### src/rtl/ni_endpoint.sv
// Network-interface endpoint: host TX FIFO toward node A, node B RX FIFO toward host.
// Optional misroute checker on the RX path is enabled by defining NI_RX_CHECK_EN.
module ni_endpoint #(
  parameter int unsigned HP    = 0,
  parameter int unsigned VP    = 0,
  parameter int unsigned DEPTH = 4
) (
  input  logic        clk,
  input  logic        rst,
  input  logic        host_tx_vld,
  output logic        host_tx_rdy,
  input  logic        host_tx_qos,
  input  logic [1:0]  host_tx_type,
  input  logic [5:0]  host_tx_tgt,
  input  logic [7:0]  host_tx_data,
  output logic        pkt_in_vld,
  input  logic        pkt_in_rdy,
  output logic        pkt_in_qos,
  output logic [1:0]  pkt_in_type,
  output logic [5:0]  pkt_in_src,
  output logic [5:0]  pkt_in_tgt,
  output logic [7:0]  pkt_in_data,
  input  logic        pkt_out_vld,
  output logic        pkt_out_rdy,
  input  logic        pkt_out_qos,
  input  logic [1:0]  pkt_out_type,
  input  logic [5:0]  pkt_out_src,
  input  logic [5:0]  pkt_out_tgt,
  input  logic [7:0]  pkt_out_data,
  output logic        host_rx_vld,
  input  logic        host_rx_rdy,
  output logic [22:0] host_rx_pkt,
  output logic [15:0] tx_cnt,
  output logic [15:0] rx_cnt,
  input  logic        err_clr,
  output logic        misroute_err
);
  localparam int unsigned AW = $clog2(DEPTH);
  localparam int unsigned CW = AW + 1;
  localparam int unsigned TW = 17;
  localparam int unsigned RW = 23;
  localparam logic [5:0]    LOC  = {3'(VP), 3'(HP)};
  localparam logic [CW-1:0] FULL = CW'(DEPTH);

  // The source field of every TX entry is the constant local coordinate, so it is not stored.
  logic [TW-1:0] tx_mem_q [DEPTH];
  logic [AW-1:0] tx_wr_q, tx_rd_q;
  logic [CW-1:0] tx_occ_q, tx_occ_d;
  logic          tx_rdy_q, tx_vld_q;
  logic [15:0]   tx_cnt_q;
  logic          tx_push, tx_pop;
  logic [TW-1:0] tx_head;

  assign tx_push = host_tx_vld && tx_rdy_q;
  assign tx_pop  = tx_vld_q && pkt_in_rdy;

  always_comb begin
    tx_occ_d = tx_occ_q;
    if (tx_push && !tx_pop)      tx_occ_d = tx_occ_q + CW'(1);
    else if (!tx_push && tx_pop) tx_occ_d = tx_occ_q - CW'(1);
  end

  always_ff @(posedge clk or posedge rst) begin
    if (rst) begin
      tx_wr_q  <= '0;
      tx_rd_q  <= '0;
      tx_occ_q <= '0;
      tx_rdy_q <= 1'b0;
      tx_vld_q <= 1'b0;
      tx_cnt_q <= '0;
    end else begin
      if (tx_push) tx_wr_q <= tx_wr_q + AW'(1);
      if (tx_pop) begin
        tx_rd_q  <= tx_rd_q + AW'(1);
        tx_cnt_q <= tx_cnt_q + 16'd1;
      end
      tx_occ_q <= tx_occ_d;
      tx_rdy_q <= (tx_occ_d != FULL);
      tx_vld_q <= (tx_occ_d != '0);
    end
  end

  always_ff @(posedge clk) begin
    if (tx_push) tx_mem_q[tx_wr_q] <= {host_tx_qos, host_tx_type, host_tx_tgt, host_tx_data};
  end

  assign tx_head     = tx_mem_q[tx_rd_q];
  assign pkt_in_vld  = tx_vld_q;
  assign host_tx_rdy = tx_rdy_q;
  assign pkt_in_src  = LOC;
  assign {pkt_in_qos, pkt_in_type, pkt_in_tgt, pkt_in_data} = tx_head;
  assign tx_cnt      = tx_cnt_q;

  // RX path mirrors TX but stores the full received packet.
  logic [RW-1:0] rx_mem_q [DEPTH];
  logic [AW-1:0] rx_wr_q, rx_rd_q;
  logic [CW-1:0] rx_occ_q, rx_occ_d;
  logic          rx_rdy_q, rx_vld_q;
  logic [15:0]   rx_cnt_q;
  logic          rx_push, rx_pop;

  assign rx_push = pkt_out_vld && rx_rdy_q;
  assign rx_pop  = rx_vld_q && host_rx_rdy;

  always_comb begin
    rx_occ_d = rx_occ_q;
    if (rx_push && !rx_pop)      rx_occ_d = rx_occ_q + CW'(1);
    else if (!rx_push && rx_pop) rx_occ_d = rx_occ_q - CW'(1);
  end

  always_ff @(posedge clk or posedge rst) begin
    if (rst) begin
      rx_wr_q  <= '0;
      rx_rd_q  <= '0;
      rx_occ_q <= '0;
      rx_rdy_q <= 1'b0;
      rx_vld_q <= 1'b0;
      rx_cnt_q <= '0;
    end else begin
      if (rx_push) begin
        rx_wr_q  <= rx_wr_q + AW'(1);
        rx_cnt_q <= rx_cnt_q + 16'd1;
      end
      if (rx_pop) rx_rd_q <= rx_rd_q + AW'(1);
      rx_occ_q <= rx_occ_d;
      rx_rdy_q <= (rx_occ_d != FULL);
      rx_vld_q <= (rx_occ_d != '0);
    end
  end

  always_ff @(posedge clk) begin
    if (rx_push) rx_mem_q[rx_wr_q] <= {pkt_out_qos, pkt_out_type, pkt_out_src, pkt_out_tgt, pkt_out_data};
  end

  assign host_rx_vld = rx_vld_q;
  assign pkt_out_rdy = rx_rdy_q;
  assign host_rx_pkt = rx_mem_q[rx_rd_q];
  assign rx_cnt      = rx_cnt_q;

`ifdef NI_RX_CHECK_EN
  // Sticky flag for unicast packets delivered to the wrong node; a new set beats a clear.
  logic err_q;

  always_ff @(posedge clk or posedge rst) begin
    if (rst) begin
      err_q <= 1'b0;
    end else if (rx_push && (pkt_out_type == 2'd0) && (pkt_out_tgt != LOC)) begin
      err_q <= 1'b1;
    end else if (err_clr) begin
      err_q <= 1'b0;
    end
  end

  assign misroute_err = err_q;
`else
  logic unused_err_clr;
  assign unused_err_clr = err_clr;
  assign misroute_err   = 1'b0;
`endif

endmodule

### config.mk
export PLATFORM = sky130hd
export DESIGN_NAME = ni_endpoint
export DESIGN_NICKNAME = d
export VERILOG_FILES = /design/src/rtl/ni_endpoint.sv
export SDC_FILE = /design/constraint.sdc
export NUM_CORES = 1
export LEC_CHECK = 0
export CAP_MARGIN = 20
export CELL_PAD_IN_SITES_DETAIL_PLACEMENT = 1
export CELL_PAD_IN_SITES_GLOBAL_PLACEMENT = 2
export CORE_MARGIN = 2
export CORE_UTILIZATION = 43
export DETAILED_ROUTE_END_ITERATION = 16
export PLACE_DENSITY_LB_ADDON = 0.3
export SLEW_MARGIN = 20
export SYNTH_ARGS = -nofsm -noshare
export SYNTH_HDL_FRONTEND = slang
export SYNTH_SLANG_ARGS = --single-unit
### constraint.sdc
create_clock -name clk -period 2.7 [get_ports clk]
set_input_delay 0.405 -clock clk [delete_from_list [all_inputs] [get_ports clk]]
set_output_delay 0.405 -clock clk [all_outputs]
set_load 0.02 [all_outputs]
==> impl_results.md, run 1 <==
* RSZ-0062 raised after global routing: no
* Length in cells of the worst reg-to-reg path at 5
* Met2 routed WL at 8.877 mm
* Setup TNS at 0 ns
* WP data arrival at 2.22 ns
* Max-slew violations at 0
* Yosys top cell by area: edfxtp_1
* Initial antenna violation count at 0
* CTS tree: built
* Compound-gate portion of the synthesized area at 1.273%
* Avg Cell Area, Syn at 18.60 um2
* Reg2reg end: pkt_in_vld
* Die H at 142.6 um
* Die area at 0.02033 mm2
* Peak supply drop at 0.5793 mV
* Worst-Skew Late Latency at 0.50 ns
* Pin count of the biggest net entering global routing at 25
* Slew @ Worst Pin at 0.5086 ns
* Vias in the first global route at 4901
* Adder-cell share of the synthesized area at 2.121%
* Crit end category: output pin
* Max Cap Violations at 0
* Final non-filler cell total at 842
* Pwr dens at 1077 mW/mm2
* Top-count cell post-synth: edfxtp_1
* Top sig layer: met4
* Netlist cell types at 35
* Largest family of logic cells by synthesized area: multiplexers
* Worst min path class: in -> async
* N_diodes at 0
* Critical path class: reg -> out
* Area contributors post-synth: edfxtp_1 58%, dfrtp_1 15%, mux4_2 11%
* Top cells by count, synth: 160 x edfxtp_1, 50 x dfrtp_1, 40 x mux4_2
* Worst Skew at 0.01109 ns
* Initial Util at 44.01%
* # DRC at 0
* Post-synth EDFFs at 160
* FFs w/ async S/R, synth at 23.81%
* Die Width at 142.6 um
* Setup slack, reg-to-reg at 0.83 ns
* Status: finished, final reports clean
* WHS at 0.2915 ns
* Hold Fails Final Rpt at 0
* Cell Rows at 50
* Longest Clk Path Bufs at 3
* ANT nets after route at 0
* Startpoint type of the worst setup path: flop
* Via count at 4368
* TritonRoute pass-1 iters at 4
* Mapped Area at 0.008259 mm2
* Worst Path Required at 2.30 ns
* Layout area overhead at 27.71%
* CP max FO at 3
* Multiplexer share of the synthesized area at 10.91%
* DR WL met3 at 711 um
* Wire per inst at 19.92 um
* Clock sinks at 210
* Worst r2r src: tx_occ_q[0]
* Synth top area share at 58.17%
* Grt ovf at 0
* Placed Cells at 798
* Synth Area in Simple Gates at 6.014%
* Lkg Pwr at 3.931 nW
* Final worst path period need at 2.622 ns
* Root buf cell: clkbuf_16
* Met1 Routed Length at 7.002 mm
* CP Capture Point: host_rx_pkt[17]
* Routability congestion estimate at 0.7633
* Via/cell ratio at 5.188
* H-tree levels at 1
* Post-detail-place hpwl at 10.88 mm
* Routed Wire Length at 16.77 mm
* Fmax at 381.4 MHz
* Post-Synthesis Cells at 444
* Synth Register Bits at 210
* Worst-path clk slew at 0.06 ns
* Register area share after synthesis at 73.32%
* DRT iter0 DRCs at 117
* CORE AREA at 0.01877 mm2
* First-pass GRT wire length at 26.71 mm
* Final Setup Violations at 0
* Post-synthesis xor/xnor area fraction at 4.242%
* Most used flip-flop cell after synthesis: edfxtp_1
* Share of layout cells above drive strength 1 at 16.61%
* Power, Total at 11.36 mW
* Synth warn at 0
* CP startpoint: rx_rd_q[0]
* Period utilisation layout at 97.12%
* Layout net count at 654
* Relative slew slack at 66.04%
* PortBufs at 121
* CTS Buf Count at 23
* IO Count at 130
* Total global-route track usage at 16.98%
## layout make-up
cell class / instances / area (um2)
clock buffers: 27 / 590.6
fillers: 1710 / 8220
well taps: 234 / 292.8
clock inverters: 13 / 91.34
inverters: 11 / 41.29
multi-input cells: 207 / 2054
flip-flops and latches: 210 / 6057
repair buffers: 140 / 1420
## metrics by stage
stage | worst slack [ns] | instance area (um2) | util [%]
3_3_place_gp | 0.4872 | 9782 | 52.12
2_1_floorplan | 0.8805 | 8282 | -
4_1_cts | 0.001924 | 10520 | 56.05
5_1_grt | 0.0005846 | 10550 | 56.20
6_report | 0.07780 | 10550 | 56.20
3_5_place_dp | 0.4800 | 9782 | 52.12
## worst min-delay path by stage
| stage | to | startpoint | slack, ns | depth (start not counted) |
|---|---|---|---|---|
| 6_report | tx_cnt[2] | rst | 0.29 | 2 |
| 5_1_grt | tx_cnt[12] | rst | 0.35 | 2 |
| 4_1_cts | tx_cnt[5] | rst | 0.31 | 2 |
| 3_5_place_dp | rx_cnt[15] | rx_cnt[15] | 0.47 | 1 |
| 3_3_place_gp | rx_cnt[15] | rx_cnt[15] | 0.46 | 1 |
| 2_1_floorplan | rx_mem_q[0][0] | pkt_out_data[0] | 0.50 | 0 |
## critical path: stages (launching register included)
cell	delay, ns
dfrtp_2	0.42
buf_12	0.12
buf_4	0.12
mux4_2	0.49
clkdlybuf4s50_1	0.57
## layout by cell type (no fill, tap or decap), types with 10 or more instances in the layout
cell / instances
dlygate4sd2_1: 12
nand2_1: 23
and3_1: 15
xnor2_1: 32
clkdlybuf4s50_1: 98
clkbuf_16: 23
dfrtp_1: 49
nand3_1: 13
dlymetal6s2s_1: 11
mux4_2: 40
buf_4: 15
edfxtp_1: 160
inv_1: 10
ha_1: 14
## cell families after synthesis
kind of cell | count (synthesis)
compound gates | 16
simple gates | 90
xor+xnor | 40
other cells | 1
buf+inv | 33
flops | 210
mux | 40
fa+ha+maj | 14
## power breakdown
part           leakage (nW)  total (mW)  switching [mW]  internal, mW
Clock                 0.328        2.84            1.18          1.65
Combinational          1.52        3.98            2.04          1.94
Sequential             2.08        4.54           0.339          4.20
Total                  3.93        11.4            3.56          7.80
## metal layers
metal,global-route usage (%),vias to the layer above
met4,3.908,0
met5,0,-
li1,-,1991
met3,2.725,16
met1,21.87,2263
met2,30.39,98
## repair_timing
item                                   in CTS  in global routing
pin swaps                                   0                  0
resized for setup                          13                 11
hold buffers                                0                  0
setup endpoints to repair                  27                 11
endpoints found under the hold margin       0                  0
setup buffers                               3                  0
cloned                                      1                  0
## sequential cells by signal (all words and copies together) (netlist names)
name	flops
rx_occ_q	3
host_tx_rdy	1
tx_cnt	16
rx_cnt	16
rx_mem_q	92
rx_wr_q	2
tx_occ_q	3
tx_rd_q	2
tx_wr_q	2
rx_rd_q	2
host_rx_vld	1
tx_mem_q	68
pkt_in_vld	1
pkt_out_rdy	1
No activity file was read; power rests on OpenSTA's default activity.
==> run 2, diff against run 1 <==
CELL_PAD_IN_SITES_DETAIL_PLACEMENT = not set   (was 1)
CELL_PAD_IN_SITES_GLOBAL_PLACEMENT = not set   (was 2)
CORE_UTILIZATION = 46   (was 43)
==> run 2 against run 1 <==
Net effect:
- sequential power about the same
- sequential share of layout area up 0.20 points
- power fell by 0.27%
- register-to-register slack better by 0.02 ns
- sequential cell count stayed put
- fmax grew 2.0%
- clock skew is 0.0024 ns lower
- non-clock buffer count decreased by 4
- final area decreased by 0.34%
- die area is 6.3% lower
- critical endpoint is now pkt_in_tgt[2]
- largest cell class unchanged
==> impl_results.md, run 2 (synthesized netlist as in run 1, its figures left out) <==
* CP startpoint: tx_rd_q[0]
* Worst-path clk slew at 0.06 ns (about the same)
* Largest register FFs at 92 (unchanged)
* Worst Path Required at 2.30 ns (about the same)
* Pwr dens at 1078 mW/mm2 (about the same)
* Fmax at 388.9 MHz (+2.0%)
* Final WS setup at 0.1287 ns (+0.05089 ns)
* H-tree levels at 1 (unchanged)
* Period utilisation layout at 95.23% (-1.9 points)
* Layout area overhead at 27.27%
* Grt ovf at 0 (unchanged)
* RSZ-0062 raised after global routing: no
* Root buf cell: clkbuf_16
* Post-detail-place hpwl at 9.521 mm (-12%)
* Largest Register: rx_mem_q
* Wire per inst at 17.98 um (-9.7%)
* # DRC at 0 (unchanged)
* CTS Buf Count at 22 (-4.3%)
* DRT iter0 DRCs at 210 (+79%)
* Commonest non-fill, non-tap cells in the layout: 160 x edfxtp_1, 111 x clkdlybuf4s50_1, 49 x dfrtp_1, 40 x mux4_2, 32 x xnor2_1
* Cell Rows at 48 (-4.0%)
* Worst r2r src: rx_occ_q[0]
* Crit end category: output pin
* TritonRoute pass-1 iters at 4 (unchanged)
* Die H at 138.0 um (-3.2%)
* Worst min path class: in -> async
* Final Setup Violations at 0 (unchanged)
* Layout net count at 649 (-0.76%)
* Worst Skew at 0.008674 ns (-0.002419 ns)
* Biggest regs: rx_mem_q (92), tx_mem_q (68)
* Via/cell ratio at 5.203 (+0.29%)
* Share of layout cells above drive strength 1 at 16.39% (-0.22 points)
* Final Util at 60.35% (+4.2 points)
* First-pass GRT wire length at 23.15 mm (-13%)
* CTS tree: built
* Hold Fails Final Rpt at 0 (unchanged)
* Startpoint type of the worst setup path: flop
* Critical path cell sequence: buf_12 > mux4_2 > clkdlybuf4s50_1
* Setup TNS at 0 ns (unchanged)
* Initial antenna violation count at 0 (unchanged)
* Pin count of the biggest net entering global routing at 46 (+84%)
* Crit-path max cell delay at 0.56 ns (about the same)
* Post-route cell area at 0.01051 mm2 (-0.34%)
* Initial Util at 47.42% (+3.4 points)
* Total global-route track usage at 15.92% (-1.1 points)
* Hold_buf cts at 0 (unchanged)
* CP max-delay cell: clkdlybuf4s50_1
* WP depth at 3 (-1)
* PortBufs at 121 (unchanged)
* IO Count at 130 (unchanged)
* Most common cell after layout, fill and taps aside: edfxtp_1
* Peak supply drop at 0.6060 mV (+4.6%)
* Final worst path period need at 2.571 ns (-0.05089 ns)
* Via count at 4313 (-1.3%)
* Max-slew violations at 0 (unchanged)
* WP data arrival at 2.17 ns (-0.05 ns)
* Max Cap Violations at 0 (unchanged)
* Placed inst area at 0.009779 mm2 (about the same)
* Length in cells of the worst reg-to-reg path at 5 (unchanged)
* Post-Place Worst Slack at 0.4063 ns (-0.07368 ns)
* Status: finished, final reports clean
* Routed Wire Length at 14.91 mm (-11%)
* CP max FO at 19 (+16)
* Lkg Pwr at 3.826 nW (-2.7%)
* Critical path class: reg -> out
* CORE AREA at 0.01742 mm2 (-7.2%)
* N_diodes at 0 (unchanged)
* Power, Total at 11.33 mW (-0.27%)
* Die Width at 138.0 um (-3.2%)
* Clock sinks at 210 (unchanged)
* ANT nets after route at 0 (unchanged)
* Routability congestion estimate at 0.7999 (+4.8%)
* WP buf/inv at 2 (-1)
* Worst-Skew Late Latency at 0.50 ns (about the same)
* Vias in the first global route at 4479 (-8.6%)
* CP top delay family: buffers and inverters
* Longest Clk Path Bufs at 3 (unchanged)
* Die area at 0.01904 mm2 (-6.3%)
==> run 2: changes by cell type in the layout (fill, tap and decap cells not counted), sizes merged <==
cell           previous run  this run
clkdlybuf4s50            98       111
dlymetal6s2s             11         0
buf                      18        14
clkbuf                   27        30
clkinv                    9         7
dlygate4sd2              12        10
bufinv                    1         2
clkinvlp                  2         1
inv                      12        11
==> run 2: repair_timing <==
| item | in CTS | in global routing |
|---|---|---|
| endpoints found under the setup margin | 21 | 0 |
| endpoints found under the hold margin | 0 | 0 |
| resized for setup | 11 | 0 |
| buffers inserted | 1 | 0 |
==> run 2: layer usage <==
layer	global-route usage, %	routed length, um	vias up
met2	27.04	7374	123
met5	0	0	-
li1	-	-	1998
met4	4.932	294	0
met3	3.545	1044	28
met1	20.60	6195	2164
==> run 2: worst register-to-register path, delay by kind of cell (launching register included) <==
family,cells,cell delay (ns)
AND/OR/NAND/NOR,1,0.53
flip-flops,1,0.41
adder cells (fa/ha/maj),1,0.35
AO/OA/AOI/OAI,2,0.35
buffers and inverters,1,0.11
==> run 2: power breakdown <==
part / switching (mW) / total [mW] / internal (mW) / leakage (nW)
Clock: 1.16 / 2.89 / 1.73 / 0.343
Combinational: 1.97 / 3.92 / 1.95 / 1.40
Sequential: 0.318 / 4.52 / 4.20 / 2.08
==> run 2: layout make-up <==
type,count,area (um2)
fill,1268,6905
timing repair buffer,136,1374
clock buffer,30,590.6
sequential,210,6057
inverter,11,41.29
tap,225,281.5
multi-input combinational,207,2054
clock inverter,10,112.6
==> run 2: per-stage QoR <==
stage	hold WS (ns)	cells
after global routing	0.1149	829
final	0.1175	829
after floorplan	0.5039	450
after global placement	0.4671	787
after CTS	0.1019	829
after detailed placement	0.4638	787
==> run 2: path summary, 6_finish.rpt <==
| path | end | slack (ns) |
|---|---|---|
| max in group asynchronous | rx_rd_q[0] | 2.08 |
| min | tx_rd_q[0] | 0.12 |
| min reg2reg | rx_cnt[15] | 0.47 |
| max | pkt_in_tgt[2] | 0.13 |
| max reg2reg | host_rx_vld | 0.85 |
| min in group clk | rx_cnt[15] | 0.47 |
==> run 3, diff against run 2 <==
CTS_CLUSTER_DIAMETER = 150   (was not set)
GPL_ROUTABILITY_DRIVEN = 1   (was not set)
==> results of run 3 <==
No change in the layout: final DEF, timing and power equal those of run 2.
